--- src/rtl/rf_pkg.sv ---
// Shared constants, types and the bypass priority helper for the scoreboarded register file.
package rf_pkg;

  localparam int XLEN_DEF     = 32;
  localparam int NUM_REGS_DEF = 32;
  localparam int AW_DEF       = $clog2(NUM_REGS_DEF);
  localparam int MAX_WR       = 2;

  typedef logic [AW_DEF-1:0]   reg_addr_t;
  typedef logic [XLEN_DEF-1:0] xdata_t;

  // Highest-index matching write port wins the forward.
  function automatic logic [1:0] bypass_select(input logic [MAX_WR-1:0] hit);
    logic [1:0] idx;
    idx = 2'd0;
    for (int w = 0; w < MAX_WR; w++) begin
      if (hit[w]) begin
        idx = w[1:0];
      end else begin
        idx = idx;
      end
    end
    return idx;
  endfunction

endpackage

--- src/rtl/rf_scoreboard.sv ---
// Per-register busy bits: set on allocation, cleared on writeback, allocation wins ties.
module rf_scoreboard
  import rf_pkg::*;
#(
  parameter  int NUM_REGS = NUM_REGS_DEF,
  parameter  int NUM_WR   = 1,
  localparam int AW       = $clog2(NUM_REGS)
) (
  input  logic                 clk,
  input  logic                 rst_n,
  input  logic                 alloc_en_i,
  input  logic [AW-1:0]        alloc_addr_i,
  input  logic [NUM_WR-1:0]    wr_en_i,
  input  logic [NUM_WR*AW-1:0] wr_addr_i,
  output logic [NUM_REGS-1:0]  busy_vec_o
);

  logic [NUM_REGS-1:0] busy_r;
  logic [NUM_REGS-1:0] busy_next_s;
  logic                set_s;
  logic                clr_s;

  // Next-state per register; x0 is never busy.
  always_comb begin
    busy_next_s = {NUM_REGS{1'b0}};
    set_s       = 1'b0;
    clr_s       = 1'b0;
    for (int r = 1; r < NUM_REGS; r++) begin
      set_s = alloc_en_i && (alloc_addr_i == r[AW-1:0]);
      clr_s = 1'b0;
      for (int w = 0; w < NUM_WR; w++) begin
        if (wr_en_i[w] && (wr_addr_i[w*AW +: AW] == r[AW-1:0])) begin
          clr_s = 1'b1;
        end else begin
          clr_s = clr_s;
        end
      end
      if (set_s) begin
        busy_next_s[r] = 1'b1;
      end else if (clr_s) begin
        busy_next_s[r] = 1'b0;
      end else begin
        busy_next_s[r] = busy_r[r];
      end
    end
  end

  // Busy state register.
  always_ff @(posedge clk or negedge rst_n) begin
    if (!rst_n) begin
      busy_r <= {NUM_REGS{1'b0}};
    end else begin
      busy_r <= busy_next_s;
    end
  end

  assign busy_vec_o = busy_r;

endmodule

--- src/rtl/reg_file_sb.sv ---
// Multi-port integer register file with optional writeback forwarding and busy scoreboard.
module reg_file_sb
  import rf_pkg::*;
#(
  parameter  int XLEN     = XLEN_DEF,
  parameter  int NUM_REGS = NUM_REGS_DEF,
  parameter  int NUM_RD   = 2,
  parameter  int NUM_WR   = 1,
  parameter  bit BYPASS   = 1'b1,
  localparam int AW       = $clog2(NUM_REGS)
) (
  input  logic                   clk,
  input  logic                   rst_n,
  input  logic [NUM_RD*AW-1:0]   rs_addr_i,
  output logic [NUM_RD*XLEN-1:0] rs_data_o,
  output logic [NUM_RD-1:0]      rs_busy_o,
  input  logic [NUM_WR-1:0]      wr_en_i,
  input  logic [NUM_WR*AW-1:0]   wr_addr_i,
  input  logic [NUM_WR*XLEN-1:0] wr_data_i,
  input  logic                   alloc_en_i,
  input  logic [AW-1:0]          alloc_addr_i,
  output logic [NUM_REGS-1:0]    busy_vec_o
);

  logic [XLEN-1:0]     regs_r [NUM_REGS];
  logic [AW-1:0]       wr_addr_s [NUM_WR];
  logic [XLEN-1:0]     wr_data_s [NUM_WR];
  logic [NUM_REGS-1:0] busy_vec_s;
  logic [AW-1:0]       rd_addr_s;
  logic [MAX_WR-1:0]   hit_s;
  logic [1:0]          sel_s;
  logic                fwd_s;
  logic [XLEN-1:0]     rd_data_s;

  rf_scoreboard #(
    .NUM_REGS (NUM_REGS),
    .NUM_WR   (NUM_WR)
  ) u_scoreboard (
    .clk          (clk),
    .rst_n        (rst_n),
    .alloc_en_i   (alloc_en_i),
    .alloc_addr_i (alloc_addr_i),
    .wr_en_i      (wr_en_i),
    .wr_addr_i    (wr_addr_i),
    .busy_vec_o   (busy_vec_s)
  );

  assign busy_vec_o = busy_vec_s;

  // Unpack flat writeback buses.
  always_comb begin
    for (int w = 0; w < NUM_WR; w++) begin
      wr_addr_s[w] = wr_addr_i[w*AW +: AW];
      wr_data_s[w] = wr_data_i[w*XLEN +: XLEN];
    end
  end

  // Data array; later ports overwrite earlier ones on address collision.
  always_ff @(posedge clk or negedge rst_n) begin
    if (!rst_n) begin
      for (int r = 0; r < NUM_REGS; r++) begin
        regs_r[r] <= {XLEN{1'b0}};
      end
    end else begin
      for (int w = 0; w < NUM_WR; w++) begin
        if (wr_en_i[w] && (wr_addr_s[w] != {AW{1'b0}})) begin
          regs_r[wr_addr_s[w]] <= wr_data_s[w];
        end
      end
    end
  end

  // Read muxes with forwarding; x0 always reads zero and never busy.
  always_comb begin
    rs_data_o = {(NUM_RD*XLEN){1'b0}};
    rs_busy_o = {NUM_RD{1'b0}};
    rd_addr_s = {AW{1'b0}};
    hit_s     = {MAX_WR{1'b0}};
    sel_s     = 2'd0;
    fwd_s     = 1'b0;
    rd_data_s = {XLEN{1'b0}};
    for (int k = 0; k < NUM_RD; k++) begin
      rd_addr_s = rs_addr_i[k*AW +: AW];
      hit_s     = {MAX_WR{1'b0}};
      for (int w = 0; w < NUM_WR; w++) begin
        hit_s[w] = wr_en_i[w] && (wr_addr_s[w] == rd_addr_s);
      end
      sel_s     = bypass_select(hit_s);
      fwd_s     = BYPASS && (|hit_s);
      rd_data_s = regs_r[rd_addr_s];
      for (int w = 0; w < NUM_WR; w++) begin
        if (fwd_s && (sel_s == w[1:0])) begin
          rd_data_s = wr_data_s[w];
        end else begin
          rd_data_s = rd_data_s;
        end
      end
      if (rd_addr_s == {AW{1'b0}}) begin
        rs_data_o[k*XLEN +: XLEN] = {XLEN{1'b0}};
        rs_busy_o[k]              = 1'b0;
      end else begin
        rs_data_o[k*XLEN +: XLEN] = rd_data_s;
        rs_busy_o[k]              = busy_vec_s[rd_addr_s] && !fwd_s;
      end
    end
  end

endmodule

--- config.mk ---
export PLATFORM = sky130hd
export DESIGN_NAME = reg_file_sb
export DESIGN_NICKNAME = d
export VERILOG_FILES = /design/src/rtl/rf_pkg.sv /design/src/rtl/rf_scoreboard.sv /design/src/rtl/reg_file_sb.sv
export SDC_FILE = /design/constraint.sdc
export NUM_CORES = 2
export LEC_CHECK = 0
export ABC_CLOCK_PERIOD_IN_PS = 3100
export BUFFER_PORTS_ARGS = -buffer_cell sky130_fd_sc_hd__buf_4
export CELL_PAD_IN_SITES_DETAIL_PLACEMENT = 1
export CELL_PAD_IN_SITES_GLOBAL_PLACEMENT = 2
export CORE_ASPECT_RATIO = 0.75
export CORE_MARGIN = 2
export CORE_UTILIZATION = 50
export DETAILED_ROUTE_END_ITERATION = 10
export PLACE_DENSITY_LB_ADDON = 0.1
export RECOVER_POWER = 100
export SYNTH_ARGS = -nofsm -noshare
export SYNTH_HDL_FRONTEND = slang
export SYNTH_HIERARCHICAL = 1
export SYNTH_SLANG_ARGS = --single-unit
--- constraint.sdc ---
create_clock -name clk -period 3.1 [get_ports clk]
set_input_delay 0.155 -clock clk [delete_from_list [all_inputs] [get_ports clk]]
set_output_delay 0.155 -clock clk [all_outputs]
set_load 0.01 [all_outputs]
* Word-level counts from Yosys, hierarchy flattened
Cells that the tools add are included.
Storage, ports and cells: input bits 56, word-level logic and storage cells 352, output and inout bits 98, bits in registers 1055
Cells by class: $lt $le $gt $ge 6, reductions and logical operators 104, equal/unequal tests 64, multiplexer cells 112, bitwise operators 3
Operators with widths (count):
- $bwmux W1024 | 1
- $bmux W32 S5 | 2
- $mux W32 | 9
- $demux W32 S5 | 1
- $eq A5 B5 Y1 const B | 32
- $mux W1 | 97
- $eq A5 B4 Y1 const B | 16
- $logic_and A1 B1 Y1 | 68
- $reduce_bool A2 Y1 | 31
- $eq A5 B3 Y1 const B | 8
- $eq A5 B2 Y1 const B | 4
- $ge A6 B6 Y1 const B | 3
- $not A5 Y6 | 3
- $lt A5 B6 Y1 const B | 2
- $bmux W1 S5 | 2
- $eq A5 B1 Y1 const B | 2
- $eq A5 B5 Y1 | 2
- $logic_not A5 Y1 | 2
- $lt A6 B1 Y1 const B | 1
- $reduce_bool A5 Y1 | 1
- $logic_not A1 Y1 | 2

* Logic depth before layout (Yosys ltp)
depth in word-level cells 6, mapped depth 10, depth with buffers taken out 5

* Hierarchy
The synthesis kept the hierarchy.
Modules (own cells, without submodules):
- reg_file_sb | sequential area each 25624.6 sq um, cells each 3720, instances 1, area an instance 55075.3 sq um
- rf_scoreboard | sequential area each 775.7 sq um, cells each 127, instances 1, area an instance 1306.3 sq um

* Least setup slack after synthesis
OpenSTA, ideal clock, no wires.
path type input -> output, start point input rs_addr_i[6], end point output rs_data_o[32], path buffers 3, path slack 1.089 ns, data required time 2.945 ns, cell stages on the path 8, arrival time 1.856 ns, cells stage by stage buf_2 buf_2 clkbuf_1 mux4_2 a22o_1 a311oi_1 a21oi_1 a22o_1
Between the ends: longest elaborated chain between the ends 6, elaborated cells between the ends (all ways) 9, classes of those cells eq/ne (1); mux (5); bitwise (1); reduce/logical (2)
Ends and longest elaborated chain:
- start: declaration | line reg_file_sb.sv:14 | input logic [NUM_RD*AW-1:0] rs_addr_i,
- $not A5 Y6 (implied by the code) | line reg_file_sb.sv:90 | rd_data_s = regs_r[rd_addr_s];
- $bmux W32 S5 | line reg_file_sb.sv:90
- $mux W32 (implied by the code) (2 in a row) | line reg_file_sb.sv:90
- $mux W32 | line reg_file_sb.sv:92 | if (fwd_s && (sel_s == w[1:0])) begin
- $mux W32 * | line reg_file_sb.sv:98 | if (rd_addr_s == {AW{1'b0}}) begin
- end: declaration | line reg_file_sb.sv:15 | output logic [NUM_RD*XLEN-1:0] rs_data_o,
Mark *: on every way between the ends. The rest lies on a longest branch, timed or not. The select of a mux whose other input is x is not followed.

* Worst setup path in the final report
start point input wr_en_i, end point register regs_r[604] in the netlist's numbering
Between the ends: longest elaborated chain between the ends 1
Ends and longest elaborated chain:
- start: declaration | line reg_file_sb.sv:17 | input logic [NUM_WR-1:0] wr_en_i,
- $logic_and A1 B1 Y1 | line reg_file_sb.sv:66 | if (wr_en_i[w] && (wr_addr_s[w] != {AW{1'b0}})) begin
- end signal: indexed assignment | line reg_file_sb.sv:62 | regs_r[r] <= {XLEN{1'b0}};
- end signal: indexed assignment | line reg_file_sb.sv:67 | regs_r[wr_addr_s[w]] <= wr_data_s[w];
- end: declaration | line reg_file_sb.sv:25 | logic [XLEN-1:0] regs_r [NUM_REGS];
No other way between the ends. A chain may end at the register's enable or synchronous reset.

==> impl_metrics.csv <==
group,metric,value,unit
timing,tightest_slew,2660,ps
power,ir_drop,0.553,mV
yosys,synth_area_leaders,"dfrtp_1, mux2_2, mux4_2, mux2i_1, clkbuf_1",
yosys,ys_async_sr_fraction,100,%
global_route,grtUsageTotal,37.2,%
global_route,grt_pass1_wl,309000,µm
drt,drtIter0Drc,4188,
status,outcome,"finished, violations left",
status,violations,"max-capacitance violations, max-slew violations, negative setup slack",
clocking,clkLatencyLatePin,710,ps
setup_path,critPathCaptureType,"flip-flop",
drt,route.vias.total,39300,
yosys,ys_types,54,
timing,finClkSkew,0,ps
die,ioPinCount,154,
setup_path,path_cells,"dlygate4sd3_1 -> buf_4 -> nand2_1 -> or2_0 -> nor2_2 -> clkbuf_2 -> mux2_2",
die,die_h,295,µm
yosys,synth_area,56400,µm²
setup_path,slowest_stage,"nor2_2",
global_route,antenna_found_initial,11,
die,die_x,392,µm
setup_path,crit_type,"in -> reg",
drt,drt_first_pass_iters,5,
clocking,cts_tree,"done",
placement,place.gp.congestion,0.854,
yosys,avgSynthCellArea,14.7,µm²
placement,dpl-instance-area,59900,µm²
setup_path,worstPathMaxFanout,18,
flow_run,cap_violations,11,
timing,rsz0062_at_grt,"false",
finish,final_nets,3984,
setup_path,crit_path_start_kind,"primary input",
drt,routed_via_density,7.11,
yosys,synth_edf_count,0,
clocking,cts-root-buf,"clkbuf_16",
power,p_leak,27.2,nW
yosys,synth_flop_cell,"dfrtp_1",
global_route,overflow,0,
yosys,yosys_warnings,6,
drt,drt_wl_total,212000,µm
global_route,grt_max_degree,115,
setup_path,critical_path.endpoint,"regs_r[604]",
finish,area_delta_synth_final,12.4,%
drt,final_antenna_net_count,0,
yosys,synthCells,3847,
clocking,cts_setup_buffers,0,
setup_path,cp.arrival,3720,ps
hold_path,min_path_type,"in -> reg",
setup_path,r2r_slack,1750,ps
placement,io_buffers,152,
setup_path,critPathTopFamily,"buffers and inverters",
die,core,112000,µm²
die,num_rows,106,
clocking,cts_buffers,109,
placement,dp_hpwl,131000,µm
finish,drive_gt1_share,48.7,%
clocking,clockBufferDepth,3,
drt,wl_per_cell,38.3,µm
timing,final_max_slew_viol_count,328,
timing,finalCritPeriodShare,101,%
yosys,ys_ff_latch,1055,
yosys,synth_top_area_cell,"dfrtp_1",
setup_path,crit_cells,7,
drt,drc,0,
clocking,clock_sinks,1055,
timing,hold_violations,0,
clocking,clkTransAtPathRegs,70,ps
setup_path,path_buf_inv,3,
global_route,grt_pass1_vias,42500,
setup_path,crit_required,3690,ps
die,die_area,115000,µm²
setup_path,cpPeakStageDelay,1020,ps
finish,fin_area,63400,µm²
timing,layout_setup_ws,-34.9,ps
setup_path,critPathLaunch,"wr_en_i",
yosys,yosysSeqAreaShare,46.8,%
placement,dp.cells,5279,
yosys,synth_top_area_share,46.8,%
timing,setup_violations,16,
setup_path,reg2reg_depth,3,
power,power.density,656,nW/µm²
die,initial_core_util,50.5,%
timing,slew-limit-headroom,-77.4,%
clocking,ctsHtreeMaxLevel,3,
setup_path,r2r-end,"u_scoreboard/busy_vec_o[29]",
timing,max_freq,0.319,GHz
setup_path,r2r_start,"u_scoreboard/busy_vec_o[29]",
yosys,syn-num-nets,3903,
finish,fin_cells,5526,
timing,post-route-min-period,3130,ps
==> power by group <==
part | switching (mW) | internal [mW] | total [mW]
clock | 5.83 | 8.12 | 14.0
sequential | 2.18 | 16.4 | 18.6
combinational | 4.03 | 4.99 | 9.03
total | 12.0 | 29.5 | 41.6
==> per-stage QoR <==
stage	hold slack (ps)	setup slack [ps]	utilization [%]	setup TNS [ps]	power, mW
2_1_floorplan	-141	1090	-	0	24.1
3_3_place_gp	242	-173	53.6	-198	26.9
3_5_place_dp	256	-53.8	53.6	-67.5	27.7
4_1_cts	3.77	6.41	57.4	0	41.7
5_1_grt	31.4	4.77	56.8	0	43.1
6_report	52.1	-34.9	56.8	-349	41.6
==> synth_stat cells (all sizes together) (2+ instances only) <==
master	number
mux4	452
o22ai	70
xor2	8
a221o	6
a21oi	33
buf	198
and2	3
o21ai	73
nor2b	22
clkbuf	245
nand3b	7
nand4b	3
nand2	40
dfrtp	1055
nand4	3
xnor2	2
mux2	1015
nand4bb	3
a2111oi	14
nor3b	4
inv	3
or2	6
and3	8
nand2b	11
nand3	27
a32o	3
a22oi	86
o221ai	31
a311oi	29
nor2	58
a211oi	42
nor3	28
nor4	23
or3b	3
a22o	80
mux2i	144
==> layout by cell type (no fill, tap or decap), drive strengths merged, types with 14 or more instances in the layout <==
master and instances:
a2111oi 14, a22o 80, mux4 452, dfrtp 1055
nor3 28, mux2i 144, clkbuf 308, a21oi 33
o22ai 70, clkinv 22, nand3 27, nor2 58
nor4 23, buf 213, a211oi 42, o221ai 31
a311oi 29, mux2 1015, o21ai 73, nor2b 22
dlygate4sd3 50, a22oi 86, nand2 40
==> per-layer routing <==
layer	track usage (%)	up-vias	routed length, µm
met4	13.7	12	8860
met2	55.7	2074	95000
met5	0	-	77
met3	10.2	504	21100
met1	52.1	21500	86600
li1	-	15200	-
==> cells by family (layout without fill, tap and decap cells) <==
kind of cell | after synthesis | after routing | synth area share, %
AO/OA/AOI/OAI | 471 | 471 | 6.03
multiplexers | 1611 | 1611 | 40.9
other | 1 | 4 | 0.00665
flip-flops | 1055 | 1055 | 46.8
buffers and inverters | 446 | 610 | 3.74
AND/OR/NAND/NOR | 253 | 253 | 2.36
XOR/XNOR | 10 | 10 | 0.155
==> area by class of cell <==
| cell class | count | area, µm² |
|---|---|---|
| fillers | 10300 | 48300 |
| multi-input cells | 2346 | 28100 |
| flip-flops and latches | 1055 | 26400 |
| repair buffers | 413 | 3290 |
| clock buffers | 159 | 3250 |
| well taps | 1512 | 1890 |
| clock inverters | 35 | 459 |
| inverters | 3 | 11.3 |
| diodes | 3 | 7.51 |
==> timing repair <==
action                                  in CTS  in global routing
resized for setup                            8                  7
endpoints found under the setup margin       8                  7
pin swaps                                    0                  2
hold buffers                                50                  0
endpoints found under the hold margin      911                  0
gates cloned                                 0                  0
==> worst min path at each step <==
stage                        startpoint     endpoint  slack, ps  depth (start not counted)
final                     wr_data_i[21]  regs_r[405]         50                          2
after floorplan                   rst_n    regs_r[0]       -140                          0
after CTS                 wr_data_i[21]  regs_r[405]          4                          2
after global placement            rst_n  regs_r[636]        240                          1
after detailed placement          rst_n  regs_r[604]        260                          1
after global routing      wr_data_i[21]  regs_r[405]         30                          2
==> sequential cells by signal, indices dropped and copies added, names as in the netlist <==
signal and flops:
regs_r 1024, u_scoreboard/busy_vec_o 31
Note: power is estimated with default switching activity, not from simulation.
